===== config.mk =====
export PLATFORM = sky130hd
export DESIGN_NAME = alu_cmd_sequencer
export DESIGN_NICKNAME = d
export VERILOG_FILES = /design/src/rtl/alu_pkg.sv /design/src/rtl/alu_strobe_timer.sv /design/src/rtl/alu_cmd_sequencer.sv
export SDC_FILE = /design/constraint.sdc
export NUM_CORES = 1
export LEC_CHECK = 0
export CAP_MARGIN = 40
export CORE_UTILIZATION = 42
export CTS_BUF_LIST = sky130_fd_sc_hd__clkbuf_4
export DETAILED_ROUTE_END_ITERATION = 10
export PLACE_DENSITY = 0.74
export SKIP_LAST_GASP = 1
export SLEW_MARGIN = 20
export SYNTH_ARGS = -nofsm -noshare
export SYNTH_HDL_FRONTEND = slang
export SYNTH_SLANG_ARGS = --single-unit
export TNS_END_PERCENT = 1

===== constraint.sdc =====
create_clock -name clk -period 1.35 [get_ports clk]
set_input_delay 0.27 -clock clk [delete_from_list [all_inputs] [get_ports clk]]
set_output_delay 0.27 -clock clk [all_outputs]
set_load 0.02 [all_outputs]

===== src/rtl/alu_pkg.sv =====
// Shared definitions for the 3-bit ALU command path: op_code limits and the
// sequencer state encoding.
package alu_pkg;

    // First and last op_codes implemented by the ALU; anything above OP_MAX is undefined
    localparam logic [3:0] OP_ADD  = 4'b0000;
    localparam logic [3:0] OP_SHR1 = 4'b1010;
    localparam logic [3:0] OP_MAX  = 4'b1010;

    typedef enum logic [2:0] {
        IDLE  = 3'd0,
        SETUP = 3'd1,
        LD1   = 3'd2,
        G1    = 3'd3,
        LD2   = 3'd4,
        G2    = 3'd5,
        RUN   = 3'd6,
        DONE  = 3'd7
    } seq_state_t;

endpackage


===== src/rtl/alu_strobe_timer.sv =====
// Loadable saturating down-counter that times strobe pulses and gaps.
// Loading N makes expire rise N cycles later; the count stops at zero.
module alu_strobe_timer #(
    parameter int CW = 2
) (
    input  logic          clk,
    input  logic          rst,
    input  logic          load,
    input  logic [CW-1:0] value,
    output logic          expire
);

    logic [CW-1:0] cnt_r;

    // Reload on request, otherwise count down and hold at zero
    always_ff @(posedge clk) begin
        if (rst) begin
            cnt_r <= {CW{1'b0}};
        end else if (load) begin
            cnt_r <= value;
        end else if (cnt_r != {CW{1'b0}}) begin
            cnt_r <= cnt_r - {{(CW-1){1'b0}}, 1'b1};
        end else begin
            cnt_r <= cnt_r;
        end
    end

    assign expire = (cnt_r == {CW{1'b0}});

endmodule


===== src/rtl/alu_cmd_sequencer.sv =====
// Front-panel command sequencer for the 3-bit ALU: captures switch operands on
// a start press and issues load1 -> load2 -> run strobes with fixed timing.
// Optional build macro ALU_OPCODE_CHECK_EN rejects op_codes above OP_MAX with
// a one-cycle err pulse; without it err is constant 0.
module alu_cmd_sequencer
    import alu_pkg::*;
#(
    parameter int WIDTH   = 3,
    parameter int PULSE_W = 2,
    parameter int GAP_W   = 1
) (
    input  logic             clk,
    input  logic             rst,
    input  logic [WIDTH-1:0] sw_a,
    input  logic [WIDTH-1:0] sw_b,
    input  logic [3:0]       sw_op,
    input  logic             start,
    output logic [WIDTH-1:0] operand1,
    output logic [WIDTH-1:0] operand2,
    output logic [3:0]       op_code,
    output logic             load1,
    output logic             load2,
    output logic             run,
    output logic             busy,
    output logic             done,
    output logic             err
);

    localparam int MAX_W = (PULSE_W > GAP_W) ? PULSE_W : GAP_W;
    localparam int CW    = $clog2(MAX_W) + 1;
    // Timer counts down to zero, so a state lasting N cycles loads N-1
    localparam logic [CW-1:0] PULSE_LD = CW'(PULSE_W - 1);
    localparam logic [CW-1:0] GAP_LD   = CW'(GAP_W - 1);

    seq_state_t    state_r;
    seq_state_t    state_next_s;
    logic          start_q_r;
    logic          start_edge_s;
    logic          capture_s;
    logic          err_next_s;
    logic          timer_load_s;
    logic [CW-1:0] timer_value_s;
    logic          timer_expire_s;

    logic [WIDTH-1:0] operand1_r;
    logic [WIDTH-1:0] operand2_r;
    logic [3:0]       op_code_r;
    logic             load1_r;
    logic             load2_r;
    logic             run_r;
    logic             busy_r;
    logic             done_r;
    logic             err_r;

    assign start_edge_s = start & ~start_q_r;

    alu_strobe_timer #(
        .CW (CW)
    ) u_timer (
        .clk    (clk),
        .rst    (rst),
        .load   (timer_load_s),
        .value  (timer_value_s),
        .expire (timer_expire_s)
    );

    // Start history and state register
    always_ff @(posedge clk) begin
        if (rst) begin
            start_q_r <= 1'b0;
            state_r   <= IDLE;
        end else begin
            start_q_r <= start;
            state_r   <= state_next_s;
        end
    end

    // Next-state decode, capture/reject decision and timer reload on state entry
    always_comb begin
        state_next_s  = state_r;
        capture_s     = 1'b0;
        err_next_s    = 1'b0;
        timer_load_s  = 1'b0;
        timer_value_s = {CW{1'b0}};
        case (state_r)
            IDLE: begin
                if (start_edge_s) begin
`ifdef ALU_OPCODE_CHECK_EN
                    if (sw_op > OP_MAX) begin
                        err_next_s = 1'b1;
                    end else begin
                        capture_s    = 1'b1;
                        state_next_s = SETUP;
                    end
`else
                    capture_s    = 1'b1;
                    state_next_s = SETUP;
`endif
                end else begin
                    state_next_s = IDLE;
                end
            end
            SETUP:   state_next_s = LD1;
            LD1:     state_next_s = timer_expire_s ? G1   : LD1;
            G1:      state_next_s = timer_expire_s ? LD2  : G1;
            LD2:     state_next_s = timer_expire_s ? G2   : LD2;
            G2:      state_next_s = timer_expire_s ? RUN  : G2;
            RUN:     state_next_s = timer_expire_s ? DONE : RUN;
            DONE:    state_next_s = IDLE;
            default: state_next_s = IDLE;
        endcase

        // Adjacent states always differ, so any change of state is an entry
        if (state_next_s != state_r) begin
            timer_load_s = 1'b1;
        end else begin
            timer_load_s = 1'b0;
        end
        case (state_next_s)
            LD1, LD2, RUN: timer_value_s = PULSE_LD;
            G1, G2:        timer_value_s = GAP_LD;
            default:       timer_value_s = {CW{1'b0}};
        endcase
    end

    // Operand/op_code holding registers, updated only on an accepted capture
    always_ff @(posedge clk) begin
        if (rst) begin
            operand1_r <= {WIDTH{1'b0}};
            operand2_r <= {WIDTH{1'b0}};
            op_code_r  <= 4'b0000;
        end else if (capture_s) begin
            operand1_r <= sw_a;
            operand2_r <= sw_b;
            op_code_r  <= sw_op;
        end else begin
            operand1_r <= operand1_r;
            operand2_r <= operand2_r;
            op_code_r  <= op_code_r;
        end
    end

    // Strobes and status registered from the next state so they track the state exactly and glitch-free
    always_ff @(posedge clk) begin
        if (rst) begin
            load1_r <= 1'b0;
            load2_r <= 1'b0;
            run_r   <= 1'b0;
            busy_r  <= 1'b0;
            done_r  <= 1'b0;
            err_r   <= 1'b0;
        end else begin
            load1_r <= (state_next_s == LD1);
            load2_r <= (state_next_s == LD2);
            run_r   <= (state_next_s == RUN);
            busy_r  <= (state_next_s != IDLE);
            done_r  <= (state_next_s == DONE);
            err_r   <= err_next_s;
        end
    end

    assign operand1 = operand1_r;
    assign operand2 = operand2_r;
    assign op_code  = op_code_r;
    assign load1    = load1_r;
    assign load2    = load2_r;
    assign run      = run_r;
    assign busy     = busy_r;
    assign done     = done_r;
    assign err      = err_r;

endmodule


==> key figures, run 1 <==
Status
  • Status: finished with violations
  • Violated checks: negative setup slack

Power
  • Net Sw Frac: 32.1%
  • Internal power: ~1.1 mW
  • Static Leak: 0.482 nW
  • Clock share of power: 18.7%
  • PD cells: 1220 nW/µm²
  • Combinational power share: 35.4%
  • NetSw: 498 µW
  • Sequential Power Share: a little under half
  • VDD IR max: 0.000849 V

STA
  • Max Slew Vio Count: 0
  • Setup repair after global routing missed its margin: yes
  • Final Hold Vio Count: 0
  • Period minus WS final: 1.51 ns
  • Setup TNS: -1.93 ns
  • Final setup viols: 15
  • Fmax: 0.661 GHz
  • Period utilization: 112%
  • Crit path setup slack, layout: -0.162 ns
  • Worst clock skew: 0.00227 ns

Critical path
  • WP data arrival: 1.24 ns
  • Critical path's slowest cell: clkdlybuf4s50_1
  • CP peak stage delay: 0.60 ns
  • Buf+Inv Stages, Crit Path: 1
  • R2R Path End: state_r[0]
  • Critical Path End Type: primary output
  • Cell chain of the critical path: clkdlybuf4s50_1
  • Top Family by Delay on Critical Path: buffers and inverters
  • R2R depth: 5
  • Reg-to-Reg Start: u_timer.cnt_r[0]
  • Worst Setup Start Kind: register
  • Worst endpoint required time: 1.08 ns
  • Worst Setup Path Type: register to primary output
  • CP max FO: 2
  • R2r setup slk: -0.04 ns

Synthesis
  • Area share of the largest cell type after synthesis: 45.1%
  • Sequential fraction of the synthesis area: 45.1%
  • Area contributors post-synth: dfxtp_1 (45%), a21oi_1 (8.1%), nand3_1 (5.4%), o21ai_0 (5.4%), nand2b_1 (3.4%)
  • Async SR Flop Fraction: 0%
  • Post-Syn Area per Cell: slightly below 9 µm²
  • Flops & latches, synth: 21
  • Prevailing post-synth register cell: dfxtp_1
  • Synth area leader: dfxtp_1
  • Number of enable flip-flop cells after synthesis: 0
  • Syn. warnings: 0
  • Cell area after synthesis: 932 µm²
  • Synth Net Count: 121
  • Post-synthesis cell type count: 33
  • Mapped Cells: 107

GRT
  • Initial antenna violation count: 0
  • Tot GR Track Use: 17.1%
  • GRT Residual Overflow: 0
  • Vias in the first global route: 771
  • Largest net degree at the start of global routing: 13
  • First-pass GRT wire length: roughly 3300 µm

Floorplanning
  • Core area: 2020 µm²
  • # IOs: 29
  • Die Footprint: 2410 µm²
  • Row Count: 16
  • Die Y: 49.1 µm
  • Starting Density: 46.1%
  • Die width: 49.1 µm

Placement
  • Final GP Congestion: 0.717
  • # port buffers: 27
  • Post-place instance area: 1240 µm²
  • DP HPWL: 1390 µm

Min path
  • Hold path endpoint: op_code[3]
  • Hold path start: op_code[3]
  • Worst hold path type: register to register
  • Min-Delay Path Depth: 2

Cells and area
  • Area growth, synth to finish: 36.6%
  • Fin util: 63.0%
  • Post-layout instance area: approximately 1300 µm²
  • Final #Nets: around 150
  • Share of cells above drive strength 1: between 10% and 20%
  • Ant diodes: 0

Clock network
  • Setup repair bufs after CTS: 0
  • Root buffer cell: clkbuf_4
  • Post-CTS resize count: 1
  • Htree depth: 1
  • Cts bufs inserted: 3
  • CTS Buffer Depth: 2
  • Worst-path clk slew: 0.11 ns
  • CTS sink cnt: 21
  • Cts hold-fix bufs: 0
  • Clk_lat worst skew: 0.29 ns
  • CTS tree: done

Detailed routing
  • Avg WL per Cell: 11.5 µm
  • Final ANT Viol Nets: 0
  • Drt first-iter violations: 10
  • WL final: 1880 µm
  • Vias: 827
  • Vias per inst: 5.07
  • DRT Pass-1 Iters: 3
  • DRC Markers: 0

Run
  • Maximum Capacitance Violations: 0
==> cell usage after synthesis, types with 2 or more instances <==
library cell and n:
nand2_1 2, o21ai_0 10, clkbuf_1 3, or3_1 3, nand2b_1 5, nor2b_1 2
nand3b_1 4, a211oi_1 2, buf_2 5, nor2_1 3, a21oi_1 15, dfxtp_1 21
inv_1 3, nand3_1 10
==> routing by layer <==
| metal | part of all wire (%) | global-route usage [%] | routed length [µm] | up-vias |
|---|---|---|---|---|
| met4 | 0.43 | 5.88 | 8 | 0 |
| met1 | 47 | 22.1 | 892 | 372 |
| met5 | 0 | 0 | 0 | - |
| li1 | - | - | - | 432 |
| met3 | 4.7 | 2.18 | 89 | 2 |
| met2 | 47 | 29.0 | 890 | 21 |
==> sequential cells by signal (all words and copies together) (netlist names) <==
signal         flops
busy               1
state_r            3
start_q_r          1
load2              1
run                1
operand2           3
u_timer.cnt_r      2
op_code            4
operand1           3
done               1
load1              1
==> worst reg2reg max path, stage by stage (launching register included) <==
cell and delay [ns]:
dfxtp_1 0.36, inv_1 0.05, ha_1 0.26, or2_2 0.31, o211a_1 0.23, a21oi_2 0.13
==> metrics by stage <==
step                      hold slack [ns]  total power [mW]  cells  worst slack [ns]
after floorplan                     0.398              1.08    107          -0.00682
after global placement              0.458              1.27    159            -0.198
after detailed placement            0.468              1.28    159            -0.223
after CTS                           0.484              1.57    163            -0.177
after global routing                0.518              1.66    163            -0.226
final                               0.484              1.55    163            -0.162
==> logic make-up after synthesis <==
group	synth area share, %
and+or+nand+nor	22.0
AOI/OAI and AO/OA	21.6
DFF	45.1
buffers and inverters	7.52
adders and majority gates	2.42
xor gates and xnor gates	0.940
other	0.402
==> cell usage in the layout, fill, tap and decap left out, types with 2 or more instances in the layout <==
| cell type | n |
|---|---|
| clkdlybuf4s50_1 | 25 |
| dfxtp_1 | 21 |
| a21oi_1 | 15 |
| nand3_1 | 10 |
| o21ai_0 | 10 |
| buf_4 | 9 |
| nand2b_1 | 5 |
| nand3b_1 | 4 |
| inv_1 | 3 |
| or3_1 | 3 |
| nor2_1 | 3 |
| clkbuf_4 | 3 |
| nand2_1 | 2 |
| nor2b_1 | 2 |
| a211oi_1 | 2 |
==> worst max-delay path by stage <==
stage,depth (start not counted),startpoint,end
3_5_place_dp,4,start,state_r[0]
3_3_place_gp,4,start,state_r[0]
6_report,1,operand1[0],operand1[0]
2_1_floorplan,6,u_timer.cnt_r[0],state_r[0]
4_1_cts,1,op_code[0],op_code[0]
5_1_grt,1,operand1[2],operand1[2]
==> final cells by class <==
type,count,area [µm²]
Clock buffer,3,22.5
Clock inverter,1,5.00
Fill cell,175,748
Inverter,3,11.3
Multi-Input combinational cell,72,442
Sequential cell,21,420
Tap cell,27,33.8
Timing Repair Buffer,36,339
==> power by group through the flow <==
| stage | clock network, mW | logic (mW) | registers [mW] |
|---|---|---|---|
| final | 0.291 | 0.551 | 0.712 |
| after global routing | 0.339 | 0.604 | 0.721 |
| after CTS | 0.306 | 0.556 | 0.713 |
| after detailed placement | 0 | 0.555 | 0.727 |
| after global placement | 0 | 0.545 | 0.724 |
| after floorplan | 0 | 0.318 | 0.766 |
Note: power is estimated with default switching activity, not from simulation.
==> inputs of run 2 (changes only) <==
--- a/config.mk
+++ b/config.mk
@@ -6,10 +6,13 @@
 export NUM_CORES = 1
 export LEC_CHECK = 0
 export CAP_MARGIN = 40
-export CORE_UTILIZATION = 42
+export CELL_PAD_IN_SITES_DETAIL_PLACEMENT = 1
+export CELL_PAD_IN_SITES_GLOBAL_PLACEMENT = 2
+export CORE_UTILIZATION = 24
 export CTS_BUF_LIST = sky130_fd_sc_hd__clkbuf_4
 export DETAILED_ROUTE_END_ITERATION = 10
-export PLACE_DENSITY = 0.74
+export PLACE_DENSITY = 0.73
+export RECOVER_POWER = 25
 export SKIP_LAST_GASP = 1
 export SLEW_MARGIN = 20
 export SYNTH_ARGS = -nofsm -noshare
==> key figures, run 2 (same netlist as run 1, synthesis figures left out) <==
Critical path
  • WP data arrival: 1.28 ns (+0.04 ns)
  • Worst Setup Path Type: register to primary output
  • Worst Setup Start Kind: register
  • Worst endpoint required time: 1.08 ns (about the same)
  • Critical path's slowest cell: clkdlybuf4s50_1
  • Cell chain of the critical path: clkdlybuf4s50_1
  • CP max FO: 2 (unchanged)
  • Buf+Inv Stages, Crit Path: 1 (unchanged)
  • Critical Path End Type: primary output
  • Top Family by Delay on Critical Path: buffers and inverters
  • CP peak stage delay: 0.61 ns (about the same)

Status
  • Violated checks: negative setup slack
  • Status: finished with violations

GRT
  • First-pass GRT wire length: 4330 µm (+32%)
  • GRT Residual Overflow: 0 (unchanged)
  • Largest net degree at the start of global routing: 13 (unchanged)
  • Vias in the first global route: 929 (+20%)
  • Tot GR Track Use: 13.4% (-3.7 points)
  • Initial antenna violation count: 0 (unchanged)

Detailed routing
  • Vias per inst: 4.89 (-3.6%)
  • DRC Markers: 0 (unchanged)
  • WL final: 2530 µm (+34%)
  • DRT Pass-1 Iters: 4 (+1)
  • Vias: 915 (+11%)
  • Drt first-iter violations: 32 (+22)
  • Avg WL per Cell: 13.5 µm (+17%)
  • Final ANT Viol Nets: 0 (unchanged)

Cells and area
  • Max FFs per register: 4 (unchanged)
  • Area growth, synth to finish: 42.8%
  • Share of cells above drive strength 1: 13.7% (+1.2 points)
  • Final #Nets: 154 (+2.0%)
  • Most common cell after layout, fill and taps aside: clkdlybuf4s50_1
  • Commonest non-fill, non-tap cells in the layout: clkdlybuf4s50_1 (25), dfxtp_1 (21), a21oi_1 (15)
  • Ant diodes: 0 (unchanged)

STA
  • Period minus WS final: 1.55 ns (+0.0345 ns)
  • Setup TNS: -2.51 ns (-0.583 ns)
  • Crit path setup slack, layout: -0.196 ns (-0.0345 ns)
  • Fmax: 0.647 GHz (-2.2%)
  • Final Hold Vio Count: 0 (unchanged)
  • Final setup viols: 18 (+3)
  • Setup repair after global routing missed its margin: yes
  • Max Slew Vio Count: 0 (unchanged)
  • Period utilization: 115% (+2.6 points)
  • Worst clock skew: 0.00881 ns (+0.00654 ns)

Clock network
  • Clk_lat worst skew: 0.32 ns (+0.03 ns)
  • Worst-path clk slew: 0.13 ns (+0.02 ns)
  • Htree depth: 1 (unchanged)
  • Cts hold-fix bufs: 0 (unchanged)
  • Root buffer cell: clkbuf_4
  • CTS tree: done
  • Setup repair bufs after CTS: 0 (unchanged)
  • Cts bufs inserted: 3 (unchanged)
  • CTS sink cnt: 21 (unchanged)
  • CTS Buffer Depth: 2 (unchanged)

Power
  • NetSw: 555 µW (+11%)
  • Static Leak: 0.497 nW (+3.3%)
  • Sequential Power Share: 44.1% (-1.7 points)
  • Combinational power share: 36.1% (+0.7 points)
  • VDD IR max: 0.000355 V (-58%)
  • Net Sw Frac: 34.1% (+2.0 points)
  • Clock share of power: 19.8% (+1.1 points)
  • Internal power: 1.07 mW (+1.6%)
  • PD cells: 1220 nW/µm² (+0.19%)

Floorplanning
  • Starting Density: 25.3% (-21 points)
  • Die width: 64.3 µm (+31%)
  • Core area: 3690 µm² (+82%)
  • Die Footprint: 4140 µm² (+72%)
  • # IOs: 29 (unchanged)
  • Row Count: 22 (+6)
  • Die Y: 64.3 µm (+31%)

Placement
  • Final GP Congestion: 0.785 (+9.4%)
  • DP HPWL: 1830 µm (+32%)
  • # port buffers: 27 (unchanged)
  • DP Worst Slack: -0.253 ns (-0.0301 ns)

Min path
  • Worst hold path type: register to register

Run
  • Maximum Capacitance Violations: 0 (unchanged)
[run 2: area by class of cell]
class                           instances  area, µm²
Fill cell                             437       2360
Clock buffer                            3       22.5
Sequential cell                        21        420
Multi-Input combinational cell         72        442
Timing Repair Buffer                   39        370
Tap cell                               48       60.1
Clock inverter                          1       5.00
Inverter                                3       11.3
[run 2: repair_timing]
action | CTS | global route
setup endpoints to repair | 21 | 31
hold endpoints to repair | 0 | 0
gates resized for setup | 1 | 1
[run 2: worst paths after layout]
| path | start | end | slack, ns | cells after the start |
|---|---|---|---|---|
| hold reg to reg | operand2[0] | operand2[0] | 0.48 | 2 |
| hold / removal | operand2[0] | operand2[0] | 0.48 | 2 |
| setup / recovery | operand2[2] | operand2[2] | -0.20 | 1 |
| setup reg to reg | u_timer.cnt_r[0] | state_r[0] | -0.06 | 5 |
[run 2: layer usage]
layer / share of wire, % / track usage [%]
met1: 47 / 17.4
met2: 47 / 22.1
met3: 4.2 / 2.32
met4: 1.3 / 5.00
met5: 0 / 0
[run 2: through the flow]
step / cells / total power [mW] / instance area [µm²] / hold WS (ns) / util, %
after floorplan: 107 / 1.08 / 935 / 0.398 / -
after global placement: 183 / 1.30 / 1310 / 0.458 / 35.4
after detailed placement: 183 / 1.33 / 1310 / 0.472 / 35.4
after CTS: 187 / 1.66 / 1330 / 0.491 / 36.1
after global routing: 187 / 1.74 / 1330 / 0.502 / 36.1
final: 187 / 1.63 / 1330 / 0.484 / 36.1
[run 2: power by group through the flow]
stage / sequential [mW] / combinational, mW / clock (mW)
3_3_place_gp: 0.728 / 0.576 / 0
2_1_floorplan: 0.766 / 0.318 / 0
5_1_grt: 0.728 / 0.645 / 0.368
6_report: 0.718 / 0.587 / 0.322
3_5_place_dp: 0.733 / 0.592 / 0
4_1_cts: 0.719 / 0.594 / 0.344
==> inputs of run 3 (changes only) <==
--- a/config.mk
+++ b/config.mk
@@ -11,6 +11,7 @@
 export CORE_UTILIZATION = 24
 export CTS_BUF_LIST = sky130_fd_sc_hd__clkbuf_4
 export DETAILED_ROUTE_END_ITERATION = 10
+export GPL_TIMING_DRIVEN = 0
 export PLACE_DENSITY = 0.73
 export RECOVER_POWER = 25
 export SKIP_LAST_GASP = 1
==> key figures, run 3 (same netlist as run 1, synthesis figures left out) <==
Placement
  • DP HPWL: 1820 µm (-0.53%)
  • Post-place instance area: 1260 µm² (-3.2%)
  • DP Worst Slack: -0.443 ns (-0.189 ns)
  • # port buffers: 27 (unchanged)
  • Final GP Congestion: 0.689 (-12%)

GRT
  • First-pass GRT wire length: 4220 µm (-2.7%)
  • GRT Residual Overflow: 0 (unchanged)
  • Vias in the first global route: 961 (+3.4%)
  • Largest net degree at the start of global routing: 12 (-1)
  • Tot GR Track Use: 13.3% (-0.14 points)
  • Initial antenna violation count: 0 (unchanged)

Cells and area
  • Most common cell after layout, fill and taps aside: clkdlybuf4s50_1
  • Share of cells above drive strength 1: 10.9% (-2.8 points)
  • Post-layout instance area: 1300 µm² (-2.6%)
  • Ant diodes: 0 (unchanged)
  • Commonest non-fill, non-tap cells in the layout: clkdlybuf4s50_1 (25), dfxtp_1 (21), a21oi_1 (15), nand3_1 (10), o21ai_0 (10)
  • Area growth, synth to finish: 39.1%
  • Fill cells: 445 (+1.8%)
  • Final #Nets: 153 (-0.65%)
  • Register Area: 420 µm² (unchanged)
  • Multi-input logic area: 442 µm² (unchanged)
  • Max FFs per register: 4 (unchanged)

Power
  • PD cells: 1230 nW/µm² (+0.89%)
  • VDD IR max: 0.000605 V (+70%)
  • Static Leak: 0.476 nW (-4.3%)

Critical path
  • Top Family by Delay on Critical Path: buffers and inverters
  • CP peak stage delay: 0.60 ns (about the same)
  • CP max FO: 2 (unchanged)
  • Critical path's slowest cell: clkdlybuf4s50_1
  • Worst Setup Start Kind: register
  • Critical Path End Type: primary output
  • WP data arrival: 1.26 ns (-0.02 ns)
  • Buf+Inv Stages, Crit Path: 1 (unchanged)
  • Worst Setup Path Type: register to primary output
  • Worst endpoint required time: 1.08 ns (about the same)
  • Cell chain of the critical path: clkdlybuf4s50_1

Clock network
  • Cts bufs inserted: 3 (unchanged)
  • Setup repair bufs after CTS: 0 (unchanged)
  • CTS Buffer Depth: 2 (unchanged)
  • Worst-path clk slew: 0.11 ns (-0.02 ns)
  • Htree depth: 1 (unchanged)
  • CTS sink cnt: 21 (unchanged)
  • CTS tree: done
  • Clk_lat worst skew: 0.31 ns (about the same)
  • Root buffer cell: clkbuf_4

STA
  • Setup repair after global routing missed its margin: yes
  • Period minus WS final: 1.53 ns (-0.0169 ns)
  • Final setup viols: 28 (+10)
  • Fmax: 0.654 GHz (+1.1%)
  • Crit path setup slack, layout: -0.179 ns (+0.0169 ns)
  • Slew margin rel.: about two thirds
  • Worst clock skew: 0.0120 ns (+0.00320 ns)
  • Final Hold Vio Count: 0 (unchanged)
  • Slew @ Worst Pin: ~0.52 ns
  • Max Slew Vio Count: 0 (unchanged)
  • Period utilization: 113% (-1.3 points)

Detailed routing
  • Final ANT Viol Nets: 0 (unchanged)
  • DRC Markers: 0 (unchanged)
  • Avg WL per Cell: 13.6 µm (+0.82%)
  • Vias per inst: 4.84 (-1.0%)
  • Drt first-iter violations: 26 (-19%)
  • Vias: 901 (-1.5%)
  • WL final: 2530 µm (+0.28%)
  • DRT Pass-1 Iters: 2 (-2)

Status
  • Status: finished with violations
  • Violated checks: negative setup slack

Floorplanning
  • Die Y: 64.3 µm (unchanged)
  • Die Footprint: 4140 µm² (unchanged)
  • Row Count: 22 (unchanged)
  • Die width: 64.3 µm (unchanged)
  • Starting Density: 25.3% (unchanged)
  • # IOs: 29 (unchanged)
  • Core area: 3690 µm² (unchanged)

Run
  • Maximum Capacitance Violations: 0 (unchanged)

Min path
  • Worst hold path type: register to register
[run 3: changes by cell type in the layout (fill, tap and decap cells not counted)]
| cell | previous run | this run |
|---|---|---|
| clkbuf_1 | 1 | 3 |
| buf_2 | 0 | 4 |
| buf_4 | 10 | 2 |
| buf_1 | 0 | 1 |
| clkbuf_4 | 3 | 4 |
| clkinv_2 | 1 | 0 |
| buf_12 | 1 | 0 |
| buf_6 | 0 | 1 |
[run 3: power breakdown]
group          internal [mW]  leakage [nW]  switching, mW
logic                  0.244         0.286          0.308
clock network          0.136        0.0184          0.196
registers              0.680         0.172         0.0349
[run 3: worst register-to-register path: stages, from the launching register on]
cell and delay (ns):
dfxtp_1 0.36, or3_1 0.40, clkbuf_1 0.24, o21ai_0 0.23, a21oi_1 0.10
[run 3: final cells by class]
| cell class | instances | share of cell area, % |
|---|---|---|
| buffer | 11 | 4.73 |
| tap | 48 | 4.63 |
| sequential | 21 | 32.4 |
| multi-input combinational | 72 | 34.1 |
| inverter | 3 | 0.869 |
| timing repair buffer | 27 | 20.9 |
| clock buffer | 4 | 2.32 |
[run 3: per-stage QoR]
| step | TNS (ns) | hold slack (ns) | utilization [%] | power (mW) | std cells |
|---|---|---|---|---|---|
| 6_report | -3.18 | 0.484 | 35.1 | 1.60 | 186 |
| 5_1_grt | -5.54 | 0.513 | 35.1 | 1.70 | 186 |
| 4_1_cts | -3.77 | 0.487 | 35.1 | 1.63 | 186 |
| 3_5_place_dp | -5.02 | 0.469 | 34.3 | 1.29 | 182 |
| 3_3_place_gp | -4.44 | 0.461 | 34.3 | 1.27 | 182 |
| 2_1_floorplan | -0.00682 | 0.398 | - | 1.08 | 107 |
[run 3: per-layer routing]
metal | track usage [%] | up-vias | share of wire, %
li1 | - | 440 | -
met3 | 3.57 | 4 | 5.9
met5 | 0 | - | 0
met2 | 25.4 | 25 | 52
met4 | 4.44 | 0 | 0.83
met1 | 13.7 | 432 | 42
[run 3: what timing repair did]
action | 4_1_cts | 5_1_grt
gates resized for setup | 1 | 1
setup endpoints to repair | 31 | 31
hold endpoints to repair | 0 | 0
hold buffers | 0 | 0
[run 3: worst paths after layout]
check              start           to  slack [ns]  cells after the start
min reg2reg   op_code[0]   op_code[0]        0.48                      2
min           op_code[0]   op_code[0]        0.48                      2
max          operand1[2]  operand1[2]       -0.18                      1
max reg2reg   state_r[1]  operand2[1]       -0.11                      4
